## config.mk

```make
export PLATFORM = sky130hd
export DESIGN_NAME = qspi_executor
export DESIGN_NICKNAME = d
export VERILOG_FILES = /design/src/rtl/qspi_executor.sv
export SDC_FILE = /design/constraint.sdc
export NUM_CORES = 1
export LEC_CHECK = 0
export ABC_AREA = 1
export CORE_MARGIN = 3
export CORE_UTILIZATION = 43
export CTS_BUF_LIST = sky130_fd_sc_hd__clkbuf_2 sky130_fd_sc_hd__clkbuf_4 sky130_fd_sc_hd__clkbuf_8
export DETAILED_ROUTE_END_ITERATION = 12
export HOLD_SLACK_MARGIN = 0.1
export PLACE_DENSITY = 0.68
export SYNTH_ARGS = -nofsm -noshare
export SYNTH_HDL_FRONTEND = slang
export SYNTH_SLANG_ARGS = --single-unit
```

## constraint.sdc

```tcl
create_clock -name clk -period 6.8 [get_ports clk]
set_input_delay 0.68 -clock clk [delete_from_list [all_inputs] [get_ports clk]]
set_output_delay 0.68 -clock clk [all_outputs]
set_load 0.005 [all_outputs]
```

## src/rtl/qspi_executor.sv

```systemverilog
// Single-lane SPI command executor: shifts out opcode/address/write bytes and
// collects read bytes on MISO, SPI mode 0, SCK half-period of CLK_DIV clk cycles.
module qspi_executor #(
    parameter int unsigned CLK_DIV = 2
) (
    input  logic        clk,
    input  logic        reset,
    input  logic [31:0] qspi_cmd,
    input  logic [31:0] qspi_addr,
    input  logic [63:0] qspi_wdata,
    input  logic        qspi_start,
    output logic        qspi_idle,
    output logic        qspi_done,
    output logic [63:0] qspi_rdata,
    output logic        spi_sck,
    output logic        spi_cs_n,
    output logic        spi_mosi,
    input  logic        spi_miso
);

    localparam int unsigned CNT_W = 9;
    localparam int unsigned BIT_W = 8;
    localparam int unsigned TX_W  = 96;
    localparam logic [CNT_W-1:0] HALF_LAST = CNT_W'(CLK_DIV - 1);
    localparam logic [CNT_W-1:0] BIT_LAST  = CNT_W'(2 * CLK_DIV - 1);

    typedef enum logic [2:0] {
        S_IDLE,
        S_SETUP,
        S_SHIFT,
        S_HOLD,
        S_GAP
    } state_t;

    state_t            state_q, state_d;
    logic [CNT_W-1:0]  cnt_q, cnt_d;
    logic [BIT_W-1:0]  bit_q, bit_d;
    logic [BIT_W-1:0]  nbits_q, nbits_d;
    logic [BIT_W-1:0]  rstart_q, rstart_d;
    logic [TX_W-1:0]   tx_q, tx_d;
    logic [63:0]       rdata_d;
    logic              sck_d, cs_n_d, mosi_d, idle_d, done_d;

    // Request decode: clamp lengths, keep only the requested write bytes so
    // the read phase shifts out zeros.
    logic [3:0]        wlen, rlen;
    logic [63:0]       wpay;
    logic [TX_W-1:0]   tx_load;
    logic [BIT_W-1:0]  rstart_load, nbits_load;
    logic              unused_bits;

    assign wlen        = (qspi_cmd[15:12] > 4'd8) ? 4'd8 : qspi_cmd[15:12];
    assign rlen        = (qspi_cmd[19:16] > 4'd8) ? 4'd8 : qspi_cmd[19:16];
    assign wpay        = qspi_wdata & ~(64'hFFFF_FFFF_FFFF_FFFF >> {wlen, 3'b000});
    assign tx_load     = qspi_cmd[8] ? {qspi_cmd[7:0], qspi_addr[23:0], wpay}
                                     : {qspi_cmd[7:0], wpay, 24'd0};
    assign rstart_load = 8'd8 + (qspi_cmd[8] ? 8'd24 : 8'd0) + BIT_W'({wlen, 3'b000});
    assign nbits_load  = rstart_load + BIT_W'({rlen, 3'b000});
    assign unused_bits = ^{qspi_cmd[31:20], qspi_cmd[11:9], qspi_addr[31:24]};

    always_ff @(posedge clk or posedge reset) begin
        if (reset) begin
            state_q    <= S_IDLE;
            cnt_q      <= '0;
            bit_q      <= '0;
            nbits_q    <= '0;
            rstart_q   <= '0;
            tx_q       <= '0;
            qspi_rdata <= '0;
            spi_sck    <= 1'b0;
            spi_cs_n   <= 1'b1;
            spi_mosi   <= 1'b0;
            qspi_idle  <= 1'b1;
            qspi_done  <= 1'b0;
        end else begin
            state_q    <= state_d;
            cnt_q      <= cnt_d;
            bit_q      <= bit_d;
            nbits_q    <= nbits_d;
            rstart_q   <= rstart_d;
            tx_q       <= tx_d;
            qspi_rdata <= rdata_d;
            spi_sck    <= sck_d;
            spi_cs_n   <= cs_n_d;
            spi_mosi   <= mosi_d;
            qspi_idle  <= idle_d;
            qspi_done  <= done_d;
        end
    end

    always_comb begin
        state_d  = state_q;
        cnt_d    = cnt_q;
        bit_d    = bit_q;
        nbits_d  = nbits_q;
        rstart_d = rstart_q;
        tx_d     = tx_q;
        rdata_d  = qspi_rdata;
        sck_d    = spi_sck;
        cs_n_d   = spi_cs_n;
        mosi_d   = spi_mosi;
        idle_d   = qspi_idle;
        done_d   = 1'b0;

        case (state_q)
            S_IDLE: begin
                cs_n_d = 1'b1;
                sck_d  = 1'b0;
                mosi_d = 1'b0;
                idle_d = 1'b1;
                if (qspi_start) begin
                    state_d  = S_SETUP;
                    cnt_d    = '0;
                    bit_d    = '0;
                    nbits_d  = nbits_load;
                    rstart_d = rstart_load;
                    tx_d     = tx_load;
                    mosi_d   = tx_load[TX_W-1];
                    rdata_d  = '0;
                    cs_n_d   = 1'b0;
                    idle_d   = 1'b0;
                end
            end
            S_SETUP: begin
                if (cnt_q == HALF_LAST) begin
                    cnt_d   = '0;
                    state_d = S_SHIFT;
                end else begin
                    cnt_d = cnt_q + CNT_W'(1);
                end
            end
            S_SHIFT: begin
                cnt_d = cnt_q + CNT_W'(1);
                // Rising edge: sample MISO; only bits in the read phase land in rdata.
                if (cnt_q == HALF_LAST) begin
                    sck_d = 1'b1;
                    if (bit_q >= rstart_q) begin
                        rdata_d = {qspi_rdata[62:0], spi_miso};
                    end
                end
                // Falling edge: advance to the next bit or finish.
                if (cnt_q == BIT_LAST) begin
                    sck_d = 1'b0;
                    cnt_d = '0;
                    if (bit_q == BIT_W'(nbits_q - 8'd1)) begin
                        state_d = S_HOLD;
                        mosi_d  = 1'b0;
                    end else begin
                        bit_d  = bit_q + BIT_W'(1);
                        tx_d   = tx_q << 1;
                        mosi_d = tx_q[TX_W-2];
                    end
                end
            end
            S_HOLD: begin
                if (cnt_q == HALF_LAST) begin
                    cnt_d   = '0;
                    state_d = S_GAP;
                    cs_n_d  = 1'b1;
                end else begin
                    cnt_d = cnt_q + CNT_W'(1);
                end
            end
            S_GAP: begin
                if (cnt_q == HALF_LAST) begin
                    cnt_d   = '0;
                    state_d = S_IDLE;
                    idle_d  = 1'b1;
                    done_d  = 1'b1;
                end else begin
                    cnt_d = cnt_q + CNT_W'(1);
                end
            end
            default: state_d = S_IDLE;
        endcase
    end

endmodule

```

==> results.toml, run 1 <==
[timing]
rsz0062_at_grt = "false"
setup_tns_ns = 0
worstMarginPinSlew_ns = 1.23
fin_skew_ns = 0.0272
period_needed_ns = 3.47
setup_viol = 0
slew_headroom_pct = 17.9
max_freq_mhz = 288
finalHoldViolations = 0
final_max_slew_viol_count = 0
post-route-period-util_pct = 51.1

[clocking]
cts.reportedPaths.clkPinSlew_ns = 0.12
clock_path_buffers = 2
postCtsSetupBuffers = 0
clock_sinks = 194
holdBufCountCts = 0
cts_resized = 0
numCtsBuffers = 17
cts_root_buf = "clkbuf_8"
h-tree-depth = 4
cts_tree = "built"
clock_latency_ns = 0.50

[layout]
multi_input_area_sq_um = 5250
nNetsFinal = 1765
n_fill_cell = 2485
regArea_sq_um = 4860
final_core_util_pct = 52.1
area_delta_synth_final_pct = 18.5
diodes = 0
drive_gt1_share_pct = 4.49

[flow_run]
drv_cap = 0

[placement]
gp_congestion = 0.867
port_buffers = 177
dpl.hpwl_um = 19700

[synth]
synthTopCellsByCount = "nand2_1, nand3_1, dfrtp_1, nand4_1, inv_1"
synth.area.top_cells = "dfrtp_1, nand2_1, nand3_1, nand4_1, inv_1"
synth.avg_cell_area_sq_um = 7.35
yosysSeqAreaShare_pct = 43.7
synth_warnings = 0
synth-edff-count = 0
synthArstFlopShare_pct = 100
synth.top_cell.area_share_pct = 43.3
yosys_register_bits = 194
yosysMostFrequentCell = "nand2_1"
yosysTopAreaCell = "dfrtp_1"
syn_nets = 1664
yosysUniqueCellTypes = 37
synth_ff_type = "dfrtp_1"
syn_inst = 1512
netlist_area_sq_um = 11100

[global_routing]
grt_max_degree = 117
grt_pass1_vias = 10100
overflow = 0
grt_antenna_before_repair = 1
grt_pass1_wl_um = 51800
grt_usage_pct = 22.4

[floorplanning]
rows = 58
die_y_um = 167
fp.coreArea_sq_um = 25300
io_pins = 201
die_w_um = 167
dieArea_sq_um = 27800
start_util_pct = 44.0

[route]
drc_errors = 0
viasPerCell = 5.45
drt_iter0_drc = 1282
drt_pass1_iterations = 6
vias = 10700
routedWlPerCell_um = 16.0
wirelength_um = 31400
drtAntennaViolNets = 0

[outcome]
status = "finished clean"

[pwr]
leakage_nw = 6.68
powerDensity_nw_per_um2 = 350
ir_drop_uv = 565

[worst_setup_path]
cpPeakStageDelay_ns = 0.85
crit_required_ns = 7.15
cp_max_fo = 14
path_cells = "clkdlybuf4s50_1, inv_1, ha_1, inv_1, ha_1, inv_1, fa_1, inv_1, ha_1, nand2_1, nand2_1, a21oi_1, xor2_1, o21ai_0"
cp_common_cell = "inv_1"
startpoint_type = "primary input"
crit_type = "primary input to flop"
crit_arrival_ns = 3.83
cp_slowest_cell = "clkdlybuf4s50_1"
critPathCaptureType = "flop"

[min_path]
hp-class = "flop to flop"
## final cells by class
cell class	instances	share of cell area, %
Clock buffer	17	1.78
Clock inverter	15	1.49
Tap cell	330	3.14
Timing Repair Buffer	187	14.0
Sequential cell	194	36.9
Inverter	95	2.79
Multi-Input combinational cell	1118	39.9
## through the flow
| stage | std cells | cell area [sq um] | hold slack [ns] | worst slack (ns) | power (mW) |
|---|---|---|---|---|---|
| floorplan | 1512 | 11100 | 0.442 | 0.839 | 3.39 |
| global placement | 1924 | 12700 | 0.453 | 2.87 | 3.73 |
| detailed placement | 1924 | 12700 | 0.458 | 2.82 | 3.78 |
| CTS | 1956 | 13200 | 0.484 | 3.35 | 4.61 |
| global route | 1956 | 13200 | 0.501 | 3.01 | 4.98 |
| finish | 1956 | 13200 | 0.480 | 3.33 | 4.60 |
## kinds of logic (layout without fill, tap and decap cells)
family / Yosys count / in the layout / share of synthesized area [%]
buffers and inverters: 200 / 314 / 9.15
XOR/XNOR: 4 / 4 / 0.316
adder cells (fa/ha/maj): 20 / 20 / 2.39
AO/OA/AOI/OAI: 96 / 96 / 4.99
flip-flops: 194 / 194 / 43.7
AND/OR/NAND/NOR: 998 / 998 / 39.4
## path summary, 6_finish.rpt
check / from / endpoint / slack, ns / depth (start not counted)
min: tx_q[93]$_DFFE_PP0P_ / tx_q[93]$_DFFE_PP0P_ / 0.48 / 2
min in group asynchronous: reset / qspi_rdata[0]$_DFFE_PP0P_ / 0.73 / 2
min reg2reg: tx_q[93]$_DFFE_PP0P_ / tx_q[93]$_DFFE_PP0P_ / 0.48 / 2
max: qspi_cmd[8] / nbits_q[7]$_DFFE_PP0P_ / 3.33 / 14
max reg2reg: state_q[0]$_DFFE_PP0P_ / tx_q[76]$_DFFE_PP0P_ / 3.35 / 9
max in group asynchronous: reset / spi_sck$_DFFE_PP0P_ / 4.49 / 3
## flip-flops by register name, indices dropped and copies added, names as in the netlist
name and flops:
qspi_done 1, rstart_q 5, spi_cs_n 1, spi_sck 1, tx_q 95, bit_q 8
qspi_idle 1, spi_mosi 1, state_q 3, qspi_rdata 64, nbits_q 5, cnt_q 9
## routing by layer
metal  vias up  track usage (%)  routed length [um]
met4         2             7.14                 755
li1       5157                -                   -
met2       406             35.8               14900
met5         -                0                  16
met1      5047             31.1               13700
met3        56             3.96                1980
## critical path, delay by kind of cell
| family | cells | cell delay [ns] |
|---|---|---|
| buffers and inverters | 5 | 1.36 |
| adders and majority gates | 4 | 1.24 |
| AOI/OAI and AO/OA | 2 | 0.23 |
| and+or+nand+nor | 2 | 0.16 |
| xor gates and xnor gates | 1 | 0.15 |
## cell usage in the layout (no fill, tap or decap), drive strengths merged
cell type / count
nand2: 597
nand3: 205
dfrtp: 192
clkdlybuf4s50: 177
nand4: 111
inv: 104
nor2: 75
o21ai: 49
ha: 18
clkbuf: 17
o211ai: 15
a21oi: 14
buf: 10
a21boi: 9
o22ai: 6
nor3: 6
clkinv: 6
or2: 3
xnor2: 2
xor2: 2
fa: 2
dfstp: 2
o21a: 1
nor3b: 1
o21bai: 1
a31oi: 1
## power by group
group / internal (mW) / switching (mW) / total (mW)
combinational: 0.620 / 1.51 / 2.13
clock: 0.296 / 0.528 / 0.824
sequential: 1.47 / 0.176 / 1.65
No activity file was read; power rests on OpenSTA's default activity.
==> run 2, diff against run 1 <==
==> constraint.sdc (replaced) <==
create_clock -name clk -period 3.5 [get_ports clk]
set_input_delay 0.35 -clock clk [delete_from_list [all_inputs] [get_ports clk]]
set_output_delay 0.35 -clock clk [all_outputs]
set_load 0.005 [all_outputs]
==> run 2 against run 1 <==
Against the previous run:
- first-iteration DRC count fell by 5.1%
- register-to-register slack worse by 2.5 ns
- via count grew 0.20%
- sequential power up 95%
- global-route usage shrank 0.54 points
- flip-flop and latch count unchanged
- core utilization grew 0.51 points
==> results.toml, run 2 (same netlist as run 1, synthesis figures left out) <==
[timing]
setup_tns_ns = 0
post-route-period-util_pct = 76.4
final_max_slew_viol_count = 0
rsz0062_at_grt = "false"
worstMarginPinSlew_ns = 1.20
period_needed_ns = 2.68
finalHoldViolations = 0
fin_skew_ns = 0.0272
setup_viol = 0
max_freq_mhz = 374
slew_headroom_pct = 19.8

[placement]
port_buffers = 177
gp_congestion = 0.902
dp_cells = 1933
dpl.hpwl_um = 20100

[worst_setup_path]
r2r-end = "cnt_q[6]$_DFFE_PP0P_"
cp_max_fo = 72
cp_slowest_cell = "buf_4"
r2r_slack_ns = 0.82
crit_arrival_ns = 3.05
critPathCaptureType = "flop"
cp_common_cell = "nand2_2"
startpoint_type = "flop"
path_depth = 9
path_cells = "nor2_4, nand2_2, inv_4, buf_4, nor3_4, inv_2, nand2_2, o21ai_1, nor2_1"
critPathTopFamily = "buffers and inverters"
crit_required_ns = 3.88
reg2reg_from = "state_q[0]$_DFFE_PP0P_"
worst-path-buf-inv = 3
crit_type = "flop to flop"
reg2reg_depth = 9
cpPeakStageDelay_ns = 0.66

[layout]
drive_gt1_share_pct = 5.02
layout_common_cells = "nand2_1, nand3_1, dfrtp_1, clkdlybuf4s50_1, nand4_1"
diodes = 0
mostFrequentLayoutCell = "nand2_1"
top_register = "tx_q"
nNetsFinal = 1774
stdcell_count = 1965
largest_reg_flops = 95
area_delta_synth_final_pct = 19.7
reg.largest.list = "tx_q: 95 flops, qspi_rdata: 64 flops, cnt_q: 9 flops"

[pwr]
powerDensity_nw_per_um2 = 676
leakage_nw = 6.74
ir_drop_uv = 748

[route]
drt_pass1_iterations = 5
vias = 10700
drt_iter0_drc = 1216
wl_met3_um = 1900
wl_met2_um = 14600
wl_met1_um = 13500
top_layer = "met4"
drc_errors = 0
routedWlPerCell_um = 15.8
viasPerCell = 5.44
wirelength_um = 31000
drtAntennaViolNets = 0

[clocking]
cts_root_buf = "clkbuf_8"
cts.reportedPaths.clkPinSlew_ns = 0.14
numCtsBuffers = 17
cts_resized = 0
clock_path_buffers = 2
clock_sinks = 194
clock_latency_ns = 0.50
cts_tree = "built"
postCtsSetupBuffers = 0
h-tree-depth = 4
holdBufCountCts = 0

[floorplanning]
die_w_um = 167
io_pins = 201
rows = 58
dieArea_sq_um = 27800
start_util_pct = 44.0
fp.coreArea_sq_um = 25300
die_y_um = 167

[global_routing]
grt_antenna_before_repair = 0
grt_usage_pct = 21.8
grt_max_degree = 104
grt_pass1_vias = 10000
grt_pass1_wl_um = 50800
overflow = 0

[outcome]
status = "finished clean"

[flow_run]
drv_cap = 0

[min_path]
hp-class = "primary input to async pin"
[run 2: cell types whose count changed in the layout (fill, tap and decap cells not counted)]
| cell | change |
|---|---|
| buf_12 | +4 |
| clkinv_8 | +2 |
| inv_12 | +1 |
| inv_6 | +2 |
| inv_8 | -4 |
| clkinv_4 | -2 |
| buf_4 | +5 |
| clkinvlp_4 | +1 |
[run 2: cell type report]
cell class,instances,area (sq um)
Multi-Input combinational cell,1118,5250
Tap cell,330,413
Sequential cell,194,4860
Timing Repair Buffer,196,1960
Fill cell,2480,12000
Inverter,95,363
Clock buffer,17,234
Clock inverter,15,211
[run 2: worst max-delay path by stage]
stage	from	end	slack, ns
after floorplan	reset	bit_q[0]$_DFFE_PP0P_	0.65
after global placement	qspi_cmd[15]	nbits_q[7]$_DFFE_PP0P_	0.39
after detailed placement	qspi_cmd[15]	nbits_q[7]$_DFFE_PP0P_	0.35
after CTS	state_q[0]$_DFFE_PP0P_	cnt_q[6]$_DFFE_PP0P_	0.82
after global routing	state_q[0]$_DFFE_PP0P_	cnt_q[6]$_DFFE_PP0P_	0.59
final	state_q[0]$_DFFE_PP0P_	cnt_q[6]$_DFFE_PP0P_	0.82
[run 2: routing by layer]
layer  global-route usage [%]  vias to the layer above
met4                     8.00                        0
li1                         -                     5176
met3                     4.11                       61
met5                        0                        -
met2                     34.7                      384
met1                     29.9                     5068
[run 2: per-stage QoR]
stage / utilization [%] / hold WS, ns / power (mW) / worst slack (ns) / area (sq um)
2_1_floorplan: - / 0.442 / 6.59 / 0.647 / 11100
5_1_grt: 52.6 / 0.296 / 9.71 / 0.589 / 13300
3_5_place_dp: 50.9 / 0.458 / 7.43 / 0.353 / 12800
6_report: 52.6 / 0.269 / 8.99 / 0.825 / 13300
3_3_place_gp: 50.9 / 0.454 / 7.32 / 0.393 / 12800
4_1_cts: 52.6 / 0.257 / 9.03 / 0.821 / 13300
[run 2: report_power, final]
part / total, mW / leakage [nW] / internal [mW] / switching, mW
Clock: 1.61 / 0.219 / 0.583 / 1.02
Combinational: 4.17 / 3.95 / 1.25 / 2.92
Sequential: 3.21 / 2.57 / 2.86 / 0.345
==> run 3, diff against run 2 <==
--- a/config.mk
+++ b/config.mk
@@ -11,7 +11,7 @@
 export CTS_BUF_LIST = sky130_fd_sc_hd__clkbuf_2 sky130_fd_sc_hd__clkbuf_4 sky130_fd_sc_hd__clkbuf_8
 export DETAILED_ROUTE_END_ITERATION = 12
 export HOLD_SLACK_MARGIN = 0.1
-export PLACE_DENSITY = 0.68
+export PLACE_DENSITY = 0.7
 export SYNTH_ARGS = -nofsm -noshare
 export SYNTH_HDL_FRONTEND = slang
 export SYNTH_SLANG_ARGS = --single-unit
==> constraint.sdc (replaced) <==
create_clock -name clk -period 2.3 [get_ports clk]
set_input_delay 0.23 -clock clk [delete_from_list [all_inputs] [get_ports clk]]
set_output_delay 0.23 -clock clk [all_outputs]
set_load 0.005 [all_outputs]
==> run 3 against run 2 <==
Against the previous run:
- worst setup slack got worse by 0.62 ns
- flip-flop and latch count did not move
- worst hold slack got worse by 0.15 ns
- total power rose by 58%
- clock power rose by 50%
- wire length rose by 0.15%
- combinational power rose by 66%
- maximum frequency rose by 28%
- register-to-register slack got worse by 0.62 ns
- non-clock buffer count rose by 33
- critical path type unchanged
==> results.toml, run 3 (same netlist as run 1, synthesis figures left out) <==
[pwr]
power_mw = 14.2
p_sw_mw = 6.64
powerDensity_nw_per_um2 = 1040
p_sw_share_pct = 46.7
intPower_mw = 7.59
power.share.clock_pct = 17.0
seqPwrFrac_pct = 34.4
leakage_nw = 6.98
ir_drop_uv = 863
p_comb_share_pct = 48.6

[route]
viasPerCell = 5.40
routedWlPerCell_um = 15.5
drt_pass1_iterations = 6
drt_iter0_drc = 1373
vias = 10800
drc_errors = 0
wirelength_um = 31000
drtAntennaViolNets = 0

[worst_setup_path]
critPathCaptureType = "flop"
path_cells = "inv_1, ha_1, inv_1, nand2_1, nand2_1, nand3_1, nor2_1, nand4_4, nand3_4, buf_12, nand2_1, nand2_1"
crit_type = "flop to flop"
cp_max_fo = 27
cp-endpoint = "tx_q[49]$_DFFE_PP0P_"
crit_arrival_ns = 2.51
crit_required_ns = 2.72
crit_start = "nbits_q[3]$_DFFE_PP0P_"
startpoint_type = "flop"
cpPeakStageDelay_ns = 0.38
reg2reg_depth = 12
r2r_slack_ns = 0.21
cp_slowest_cell = "dfrtp_1"
cp_common_cell = "nand2_1"
reg2reg_from = "nbits_q[3]$_DFFE_PP0P_"
r2r-end = "tx_q[49]$_DFFE_PP0P_"

[timing]
slew_headroom_pct = 51.9
post-route-period-util_pct = 91.0
max_freq_mhz = 478
fin_skew_ns = 0.0267
timing.final.ws_setup_ns = 0.208
rsz0062_at_grt = "false"
final_max_slew_viol_count = 0
finalHoldViolations = 0
setup_viol = 0
period_needed_ns = 2.09
setup_tns_ns = 0
worstMarginPinSlew_ns = 0.721

[placement]
place_ws_ns = -0.579
gp_congestion = 0.907
dpl.hpwl_um = 20700
port_buffers = 177

[clocking]
clock_latency_ns = 0.50
clock_sinks = 194
cts_root_buf = "clkbuf_8"
holdBufCountCts = 0
cts.reportedPaths.clkPinSlew_ns = 0.12
clock_path_buffers = 2
numCtsBuffers = 17
cts_tree = "built"
h-tree-depth = 4

[floorplanning]
die_y_um = 167
io_pins = 201
dieArea_sq_um = 27800
fp.coreArea_sq_um = 25300
rows = 58
start_util_pct = 44.0
die_w_um = 167

[layout]
drive_gt1_share_pct = 7.25
mostFrequentLayoutCell = "nand2_1"
diodes = 0
nNetsFinal = 1807
reg.largest.list = "tx_q: 95 flops, qspi_rdata: 64 flops, cnt_q: 9 flops"
area_delta_synth_final_pct = 23.5
top_register = "tx_q"
layout_common_cells = "nand2_1, nand3_1, dfrtp_1, clkdlybuf4s50_1, nand4_1"
n_fill_cell = 2394
largest_reg_flops = 95

[global_routing]
grt_usage_pct = 22.1
grt_antenna_before_repair = 0
grt_pass1_vias = 10200
grt_pass1_wl_um = 51500
overflow = 0
grt_max_degree = 104

[flow_run]
drv_cap = 0

[min_path]
hp-class = "primary input to async pin"

[outcome]
status = "finished clean"
-- run 3: metal layers --
metal / part of all wire (%) / up-vias / GRT usage, %
met5: 0 / - / 0
met4: 2.3 / 0 / 7.07
met3: 6.1 / 60 / 3.66
met2: 47 / 383 / 35.2
met1: 44 / 5113 / 31.1
li1: - / 5238 / -
-- run 3: cell type report --
type / count / area, sq um / area share, %
Inverter: 95 / 363 / 2.65
Tap cell: 330 / 413 / 3.01
Timing Repair Buffer: 229 / 2360 / 17.2
Sequential cell: 194 / 4860 / 35.4
Clock buffer: 17 / 234 / 1.71
Multi-Input combinational cell: 1118 / 5280 / 38.5
Clock inverter: 15 / 214 / 1.56
-- run 3: power groups by stage --
stage               Sequential (mW)  Combinational, mW  Clock [mW]
finish                         4.89               6.91        2.42
global route                   5.00               7.74        2.60
CTS                            4.88               6.85        2.48
detailed placement             4.94               6.83           0
global placement               4.91               6.70           0
floorplan                      4.82               5.20           0
-- run 3: worst max-delay path: cells and delay by family, from the launching register on --
kind	cells	cell delay [ns]
and+or+nand+nor	8	0.97
DFF	1	0.38
buffers and inverters	3	0.36
adders and majority gates	1	0.31
-- run 3: worst min path at each step --
stage / start / end / slack [ns]
6_report: reset / qspi_rdata[41]$_DFFE_PP0P_ / 0.12
5_1_grt: reset / qspi_rdata[41]$_DFFE_PP0P_ / 0.13
4_1_cts: reset / qspi_rdata[41]$_DFFE_PP0P_ / 0.12
3_5_place_dp: tx_q[19]$_DFFE_PP0P_ / tx_q[19]$_DFFE_PP0P_ / 0.46
3_3_place_gp: tx_q[22]$_DFFE_PP0P_ / tx_q[22]$_DFFE_PP0P_ / 0.45
2_1_floorplan: spi_miso / qspi_rdata[0]$_DFFE_PP0P_ / 0.37
-- run 3: repair_timing --
item / CTS / global route
endpoints found under the setup margin: 1 / 36
resized for setup: 3 / 8
pin swaps: 0 / 2
setup buffers: 0 / 2
-- run 3: through the flow --
step                utilization [%]  hold WS, ns  cells  area (sq um)
global route                   54.3        0.129   1998         13700
finish                         54.3        0.120   1998         13700
CTS                            54.2        0.120   1996         13700
floorplan                         -        0.368   1512         11100
detailed placement             52.3        0.459   1964         13200
global placement               52.3        0.453   1964         13200
